<file path="src/rtl/mips_core_pkg.sv">
// ---------------------------------------------------------------------------
// mips_core_pkg
//   Shared definitions for the out-of-order MIPS core.
//   ADDR_WIDTH / DATA_WIDTH : PC and instruction-word widths.
//   inst_q_entry_t          : one instruction-queue entry {pc, instr}.
//                             Fetch, the queue and decode all use this type.
// ---------------------------------------------------------------------------
package mips_core_pkg;

    localparam int ADDR_WIDTH = 32;
    localparam int DATA_WIDTH = 32;

    typedef struct packed {
        logic [ADDR_WIDTH-1:0] pc;
        logic [DATA_WIDTH-1:0] instr;
    } inst_q_entry_t;

endpackage

</file>
<file path="src/rtl/inst_queue_if.sv">
// ---------------------------------------------------------------------------
// inst_queue_if
//   Handshake bundle between fetch/decode (master) and inst_queue (slave).
//   master drives : in_valid, in_pc, in_instr, pop, flush
//   master sees   : out_valid, out_pc, out_instr, full, almost_full, count
//   DEPTH must match the DEPTH of the attached inst_queue (sets count width).
// ---------------------------------------------------------------------------
interface inst_queue_if
    import mips_core_pkg::*;
#(
    parameter int DEPTH = 8
);
    localparam int CW = $clog2(DEPTH) + 1;

    logic                  in_valid;
    logic [ADDR_WIDTH-1:0] in_pc;
    logic [DATA_WIDTH-1:0] in_instr;
    logic                  pop;
    logic                  flush;
    logic                  out_valid;
    logic [ADDR_WIDTH-1:0] out_pc;
    logic [DATA_WIDTH-1:0] out_instr;
    logic                  full;
    logic                  almost_full;
    logic [CW-1:0]         count;

    modport master (
        output in_valid, in_pc, in_instr, pop, flush,
        input  out_valid, out_pc, out_instr, full, almost_full, count
    );

    modport slave (
        input  in_valid, in_pc, in_instr, pop, flush,
        output out_valid, out_pc, out_instr, full, almost_full, count
    );

endinterface

</file>
<file path="src/rtl/inst_queue.sv">
// ---------------------------------------------------------------------------
// inst_queue
//   Decoupling FIFO between fetch/I-cache and the decoder. One push and one
//   pop per cycle, single-cycle flush on redirect.
//
//   Parameters : DEPTH (power of two, >= 2), AF_THRESH (almost_full level)
//   Ports      : clk, rst_n (synchronous, active-low)
//                q (inst_queue_if.slave) - push/pop/flush in, head entry and
//                occupancy flags out.
//
//   Optional feature macro: INST_Q_BYPASS_EN
//     Defined   : an instruction arriving at an empty queue is presented on
//                 the head outputs in the same cycle; if popped in that cycle
//                 it is consumed directly and never written.
//     Undefined : head outputs come only from the registered storage.
// ---------------------------------------------------------------------------
module inst_queue
    import mips_core_pkg::*;
#(
    parameter int DEPTH     = 8,
    parameter int AF_THRESH = DEPTH - 2
) (
    input  logic         clk,
    input  logic         rst_n,
    inst_queue_if.slave  q
);

    localparam int PW = $clog2(DEPTH);
    localparam int CW = PW + 1;

    inst_q_entry_t mem [DEPTH];
    logic [PW-1:0] wr_ptr;
    logic [PW-1:0] rd_ptr;
    logic [CW-1:0] count_r;

    logic          full_r;
    logic          empty;
    logic          stored_valid;
    logic          push_acc;
    logic          pop_acc;
    logic          bypass_take;

    // Flags come from registered state only, so pop can never free a slot
    // for a push in the same cycle.
    assign full_r       = (count_r == CW'(DEPTH));
    assign empty        = (count_r == '0);
    assign stored_valid = !empty;

`ifdef INST_Q_BYPASS_EN
    logic bypass_hit;

    // Empty queue with a live incoming instruction: show it straight away.
    assign bypass_hit  = empty && q.in_valid && !q.flush;
    assign bypass_take = bypass_hit && q.pop;

    always_comb begin
        // NOTE: every output of a combinational block gets a default first so
        // no path leaves it unassigned and a latch is never inferred.
        q.out_valid = stored_valid;
        q.out_pc    = mem[rd_ptr].pc;
        q.out_instr = mem[rd_ptr].instr;
        if (bypass_hit) begin
            q.out_valid = 1'b1;
            q.out_pc    = q.in_pc;
            q.out_instr = q.in_instr;
        end
    end
`else
    assign bypass_take = 1'b0;

    always_comb begin
        // NOTE: every output of a combinational block gets a default first so
        // no path leaves it unassigned and a latch is never inferred.
        q.out_valid = stored_valid;
        q.out_pc    = mem[rd_ptr].pc;
        q.out_instr = mem[rd_ptr].instr;
    end
`endif

    // A bypassed-and-consumed instruction touches neither storage nor count.
    // pop_acc uses stored_valid so a bypassed head cannot move rd_ptr.
    assign push_acc = q.in_valid && !full_r && !q.flush && !bypass_take;
    assign pop_acc  = q.pop && stored_valid && !q.flush;

    always_ff @(posedge clk) begin
        // NOTE: sequential state uses non-blocking assignments so every
        // register samples the pre-edge values of its neighbours.
        if (!rst_n) begin
            wr_ptr  <= '0;
            rd_ptr  <= '0;
            count_r <= '0;
        end else if (q.flush) begin
            wr_ptr  <= '0;
            rd_ptr  <= '0;
            count_r <= '0;
        end else begin
            if (push_acc) wr_ptr <= wr_ptr + 1'b1;
            if (pop_acc)  rd_ptr <= rd_ptr + 1'b1;
            count_r <= count_r + CW'(push_acc) - CW'(pop_acc);
        end
    end

    // NOTE: storage is deliberately left out of reset; entries are only
    // observable through out_valid, which is derived from the reset count.
    always_ff @(posedge clk) begin
        if (rst_n && push_acc) begin
            mem[wr_ptr] <= '{pc: q.in_pc, instr: q.in_instr};
        end
    end

    assign q.full        = full_r;
    assign q.almost_full = (count_r >= CW'(AF_THRESH));
    assign q.count       = count_r;

endmodule

</file>
<file path="src/flat_wrapper.sv">
// flat-port wrapper written by rule: the top's interface ports become plain ports
module inst_queue_flat import mips_core_pkg::*;
#(
    parameter int DEPTH     = 8,
    parameter int AF_THRESH = DEPTH - 2
)
  (clk, rst_n, q_in_valid, q_in_pc, q_in_instr, q_pop, q_flush, q_out_valid, q_out_pc, q_out_instr, q_full, q_almost_full, q_count);
  inst_queue_if #(.DEPTH(DEPTH)) q_i ();
  input  logic clk;
  input  logic rst_n;
  input wire logic [$bits(q_i.in_valid)-1:0] q_in_valid;
  input wire logic [$bits(q_i.in_pc)-1:0] q_in_pc;
  input wire logic [$bits(q_i.in_instr)-1:0] q_in_instr;
  input wire logic [$bits(q_i.pop)-1:0] q_pop;
  input wire logic [$bits(q_i.flush)-1:0] q_flush;
  output wire logic [$bits(q_i.out_valid)-1:0] q_out_valid;
  output wire logic [$bits(q_i.out_pc)-1:0] q_out_pc;
  output wire logic [$bits(q_i.out_instr)-1:0] q_out_instr;
  output wire logic [$bits(q_i.full)-1:0] q_full;
  output wire logic [$bits(q_i.almost_full)-1:0] q_almost_full;
  output wire logic [$bits(q_i.count)-1:0] q_count;
  assign q_i.in_valid = q_in_valid;
  assign q_i.in_pc = q_in_pc;
  assign q_i.in_instr = q_in_instr;
  assign q_i.pop = q_pop;
  assign q_i.flush = q_flush;
  assign q_out_valid = q_i.out_valid;
  assign q_out_pc = q_i.out_pc;
  assign q_out_instr = q_i.out_instr;
  assign q_full = q_i.full;
  assign q_almost_full = q_i.almost_full;
  assign q_count = q_i.count;
  inst_queue #(.DEPTH(DEPTH), .AF_THRESH(AF_THRESH)) u_core (.clk(clk), .rst_n(rst_n), .q(q_i));
endmodule
</file>
<file path="config.mk">
export PLATFORM = sky130hd
export DESIGN_NAME = inst_queue_flat
export DESIGN_NICKNAME = d
export VERILOG_FILES = /design/src/rtl/mips_core_pkg.sv /design/src/rtl/inst_queue_if.sv /design/src/rtl/inst_queue.sv /design/src/flat_wrapper.sv
export SDC_FILE = /design/constraint.sdc
export NUM_CORES = 1
export LEC_CHECK = 0
export CELL_PAD_IN_SITES_DETAIL_PLACEMENT = 0
export CELL_PAD_IN_SITES_GLOBAL_PLACEMENT = 1
export CORE_UTILIZATION = 56
export CTS_BUF_LIST = sky130_fd_sc_hd__clkbuf_4 sky130_fd_sc_hd__clkbuf_8 sky130_fd_sc_hd__clkbuf_16
export DETAILED_ROUTE_END_ITERATION = 7
export PLACE_DENSITY_LB_ADDON = 0.1
export SYNTH_ARGS = -nofsm -noshare
export SYNTH_HDL_FRONTEND = slang
export SYNTH_SLANG_ARGS = --single-unit
</file>
<file path="constraint.sdc">
create_clock -name clk -period 13.11 [get_ports clk]
set_input_delay 2.622 -clock clk [delete_from_list [all_inputs] [get_ports clk]]
set_output_delay 2.622 -clock clk [all_outputs]
set_load 0.03 [all_outputs]
</file>
==> results.md <==
* Outcome: finished, final reports clean
* RSZ-0062 raised after global routing: no
* Fmax at 0.150 GHz
* Worst-Margin Slew at roughly 1.1 ns
* Crit. End Element: output port
* Largest net degree at the start of global routing at slightly below 70
* H-tree depth at 2
* Fin area at 23500 um^2
* Antenna violations before repair at 2
* Hold buffers post-CTS at 0
* Area grow syn2layout at 17.7%
* Post-Syn Instances at approximately 830
* Crit share post-route at between 50% and 60%
* Core area at approximately 35000 um^2
* Initial detailed-routing violation count at slightly below 600
* EDFF count, synth at 512
* Ranking of synthesized cells by area: edfxtp_1 (77%), mux4_2 (14%), mux2_2 (3.6%)
* Cell taking the most area after synthesis: edfxtp_1
* Clk sinks at ~530
* Crit path arrival time at between 4 and 5 ns
* Initial Util at 57.3%
* Top FF cell, synth: edfxtp_1
* Setup violators final at 0
* TritonCTS buffer count at 51
* Die area at 36300 um^2
* #FFs+latches synth at roughly 530
* Routability cong. at between 0.7 and 0.8
* Sequential area share after synthesis at between 70 and 80%
* Max Cap Violations at 0
* Root Driver: clkbuf_16
* Hold path start: u_core.rd_ptr[2]$_SDFFE_PP0P_
* Vias in the first global route at approximately 9600
* Routed vias/inst at between 5 and 6
* Die Width at roughly 190 um
* Setup repair bufs after CTS at 0
* Post-synth top cells: edfxtp_1 (512), mux4_2 (128), mux2_2 (64)
* RR Startpoint: u_core.q.count[3]$_SDFF_PP0_
* Syn. warnings at 0
* Final Skew at 0.0101 ns
* Congestion Overflow GR at 0
* Die height at between 150 and 200 um
* Layout Nets at ~1100
* Clock slew at reported path FFs at ~0.06 ns
* Cell variety after synth at 30
* Clock tree buffer depth at 3
* Synth Area per Inst at ~24 um^2
* Detailed Route WL at 38300 um
* Static leakage at approximately 0.0072 uW
* CP required at roughly 10 ns
* Final TNS setup at 0 ns
* Placed Instances at between 1000 and 1500
* Layout cells sized above 1 at 29.2%
* Critical path type: reg -> out
* Final worst path period need at 6.65 ns
* Max_slew headroom at 28.4%
* Mapped Nets at 904
* CP startpoint kind: flip-flop
* Final Util at 67.4%
* Vias post-DR at slightly below 9000
* PortBufs at between 100 and 150
* Boundary Pins at 140
* # DRC at 0
* Non-Filler Instances at around 1500
* Post-CTS Resized at 0
* Final hold viol count at 0
* Slew Viols, Final at 0
* Synth top area share at between 70% and 80%
* Row cnt at approximately 70
* Routed Antenna Nets at 0
* Overall Global Routing Usage at between 20% and 30%
* Drt wl/cell at about 26 um
* Most frequent cell after synthesis: edfxtp_1
* Power density over cell area at 143 nW/um^2
* DR pass1 iterations at 7
* Mapped Area at 19900 um^2
* First-pass GRT wire length at approximately 57000 um
* Placed cell areas at 21900 um^2
* VDD IR max at 131 uV
* Crit path max fanout at 50
* Min-Delay Path Class: reg -> reg
* Clk Latency, worst-skew pair at approximately 0.55 ns
* DP Wirelength at roughly 21000 um
* Ys async rst share at 0%
* CTS tree: yes
==> layout by cell type (no fill, tap or decap), types with 3 or more instances in the layout <==
cell type,instances
clkinv_1,14
dfxtp_4,3
o21ai_0,6
dfxtp_1,10
a21oi_1,8
mux4_2,128
nor2_1,3
clkbuf_16,53
or3_1,4
mux2_2,64
nor3_2,4
clkdlybuf4s50_1,139
nand2_1,10
inv_1,8
clkbuf_4,13
buf_4,20
ha_1,8
clkinv_2,12
nand3_1,3
edfxtp_1,512
==> flip-flops by register name (all words and copies together) (netlist names), named ones only <==
signal,count
u_core.mem,512
u_core.q.count,4
u_core.rd_ptr,3
u_core.wr_ptr,3
==> path summary, 6_finish.rpt <==
path / end / slack, ns / depth (start not counted)
min: flip-flop / 0.51 / 2
min reg2reg: flip-flop / 0.51 / 2
max reg2reg: u_core.q.count[2]$_SDFF_PP0_ / 10.69 / 10
max: q_out_pc[14] / 6.46 / 4
==> critical path, stage by stage, from the launching register on <==
cell and delay [ns]:
dfxtp_4 1.04, buf_4 0.83, mux4_2 0.60, mux2_2 0.28
clkdlybuf4s50_1 0.62
==> metrics by stage <==
stage	hold WS [ns]	setup WS, ns	power, uW
6_report	0.508	6.46	3360
5_1_grt	0.560	6.15	3460
4_1_cts	0.510	6.32	3390
3_5_place_dp	0.496	6.90	2020
3_3_place_gp	0.486	6.97	2020
2_1_floorplan	0.480	3.34	1950
==> per-layer routing <==
layer	track usage, %	routed length (um)	up-vias
met1	28.3	15600	4687
met4	5.94	737	2
li1	-	-	3867
met3	4.31	2050	56
met5	0	17	-
met2	37.4	19800	240
==> cells by family after synthesis <==
logic type | share of synthesized area (%)
AND/OR/NAND/NOR | 0.967
multiplexers | 18.2
buffers and inverters | 1.34
AO/OA/AOI/OAI | 0.389
flip-flops | 78.5
adder cells (fa/ha/maj) | 0.603
XOR/XNOR | 0.0440
==> power by group <==
group / total [uW] / internal, uW / switching, uW
Combinational: 130 / 58.4 / 72.0
Clock: 1370 / 802 / 569
Sequential: 1860 / 1850 / 5.73
==> cell type report <==
class,count,area [um^2]
Sequential cell,525,15600
Fill cell,2132,11300
Multi-Input combinational cell,256,4070
Timing Repair Buffer,159,1540
Clock buffer,66,1420
Tap cell,455,569
Clock inverter,28,173
Inverter,8,30.0
Antenna cell,1,2.50
Note: power is estimated with default switching activity, not from simulation.
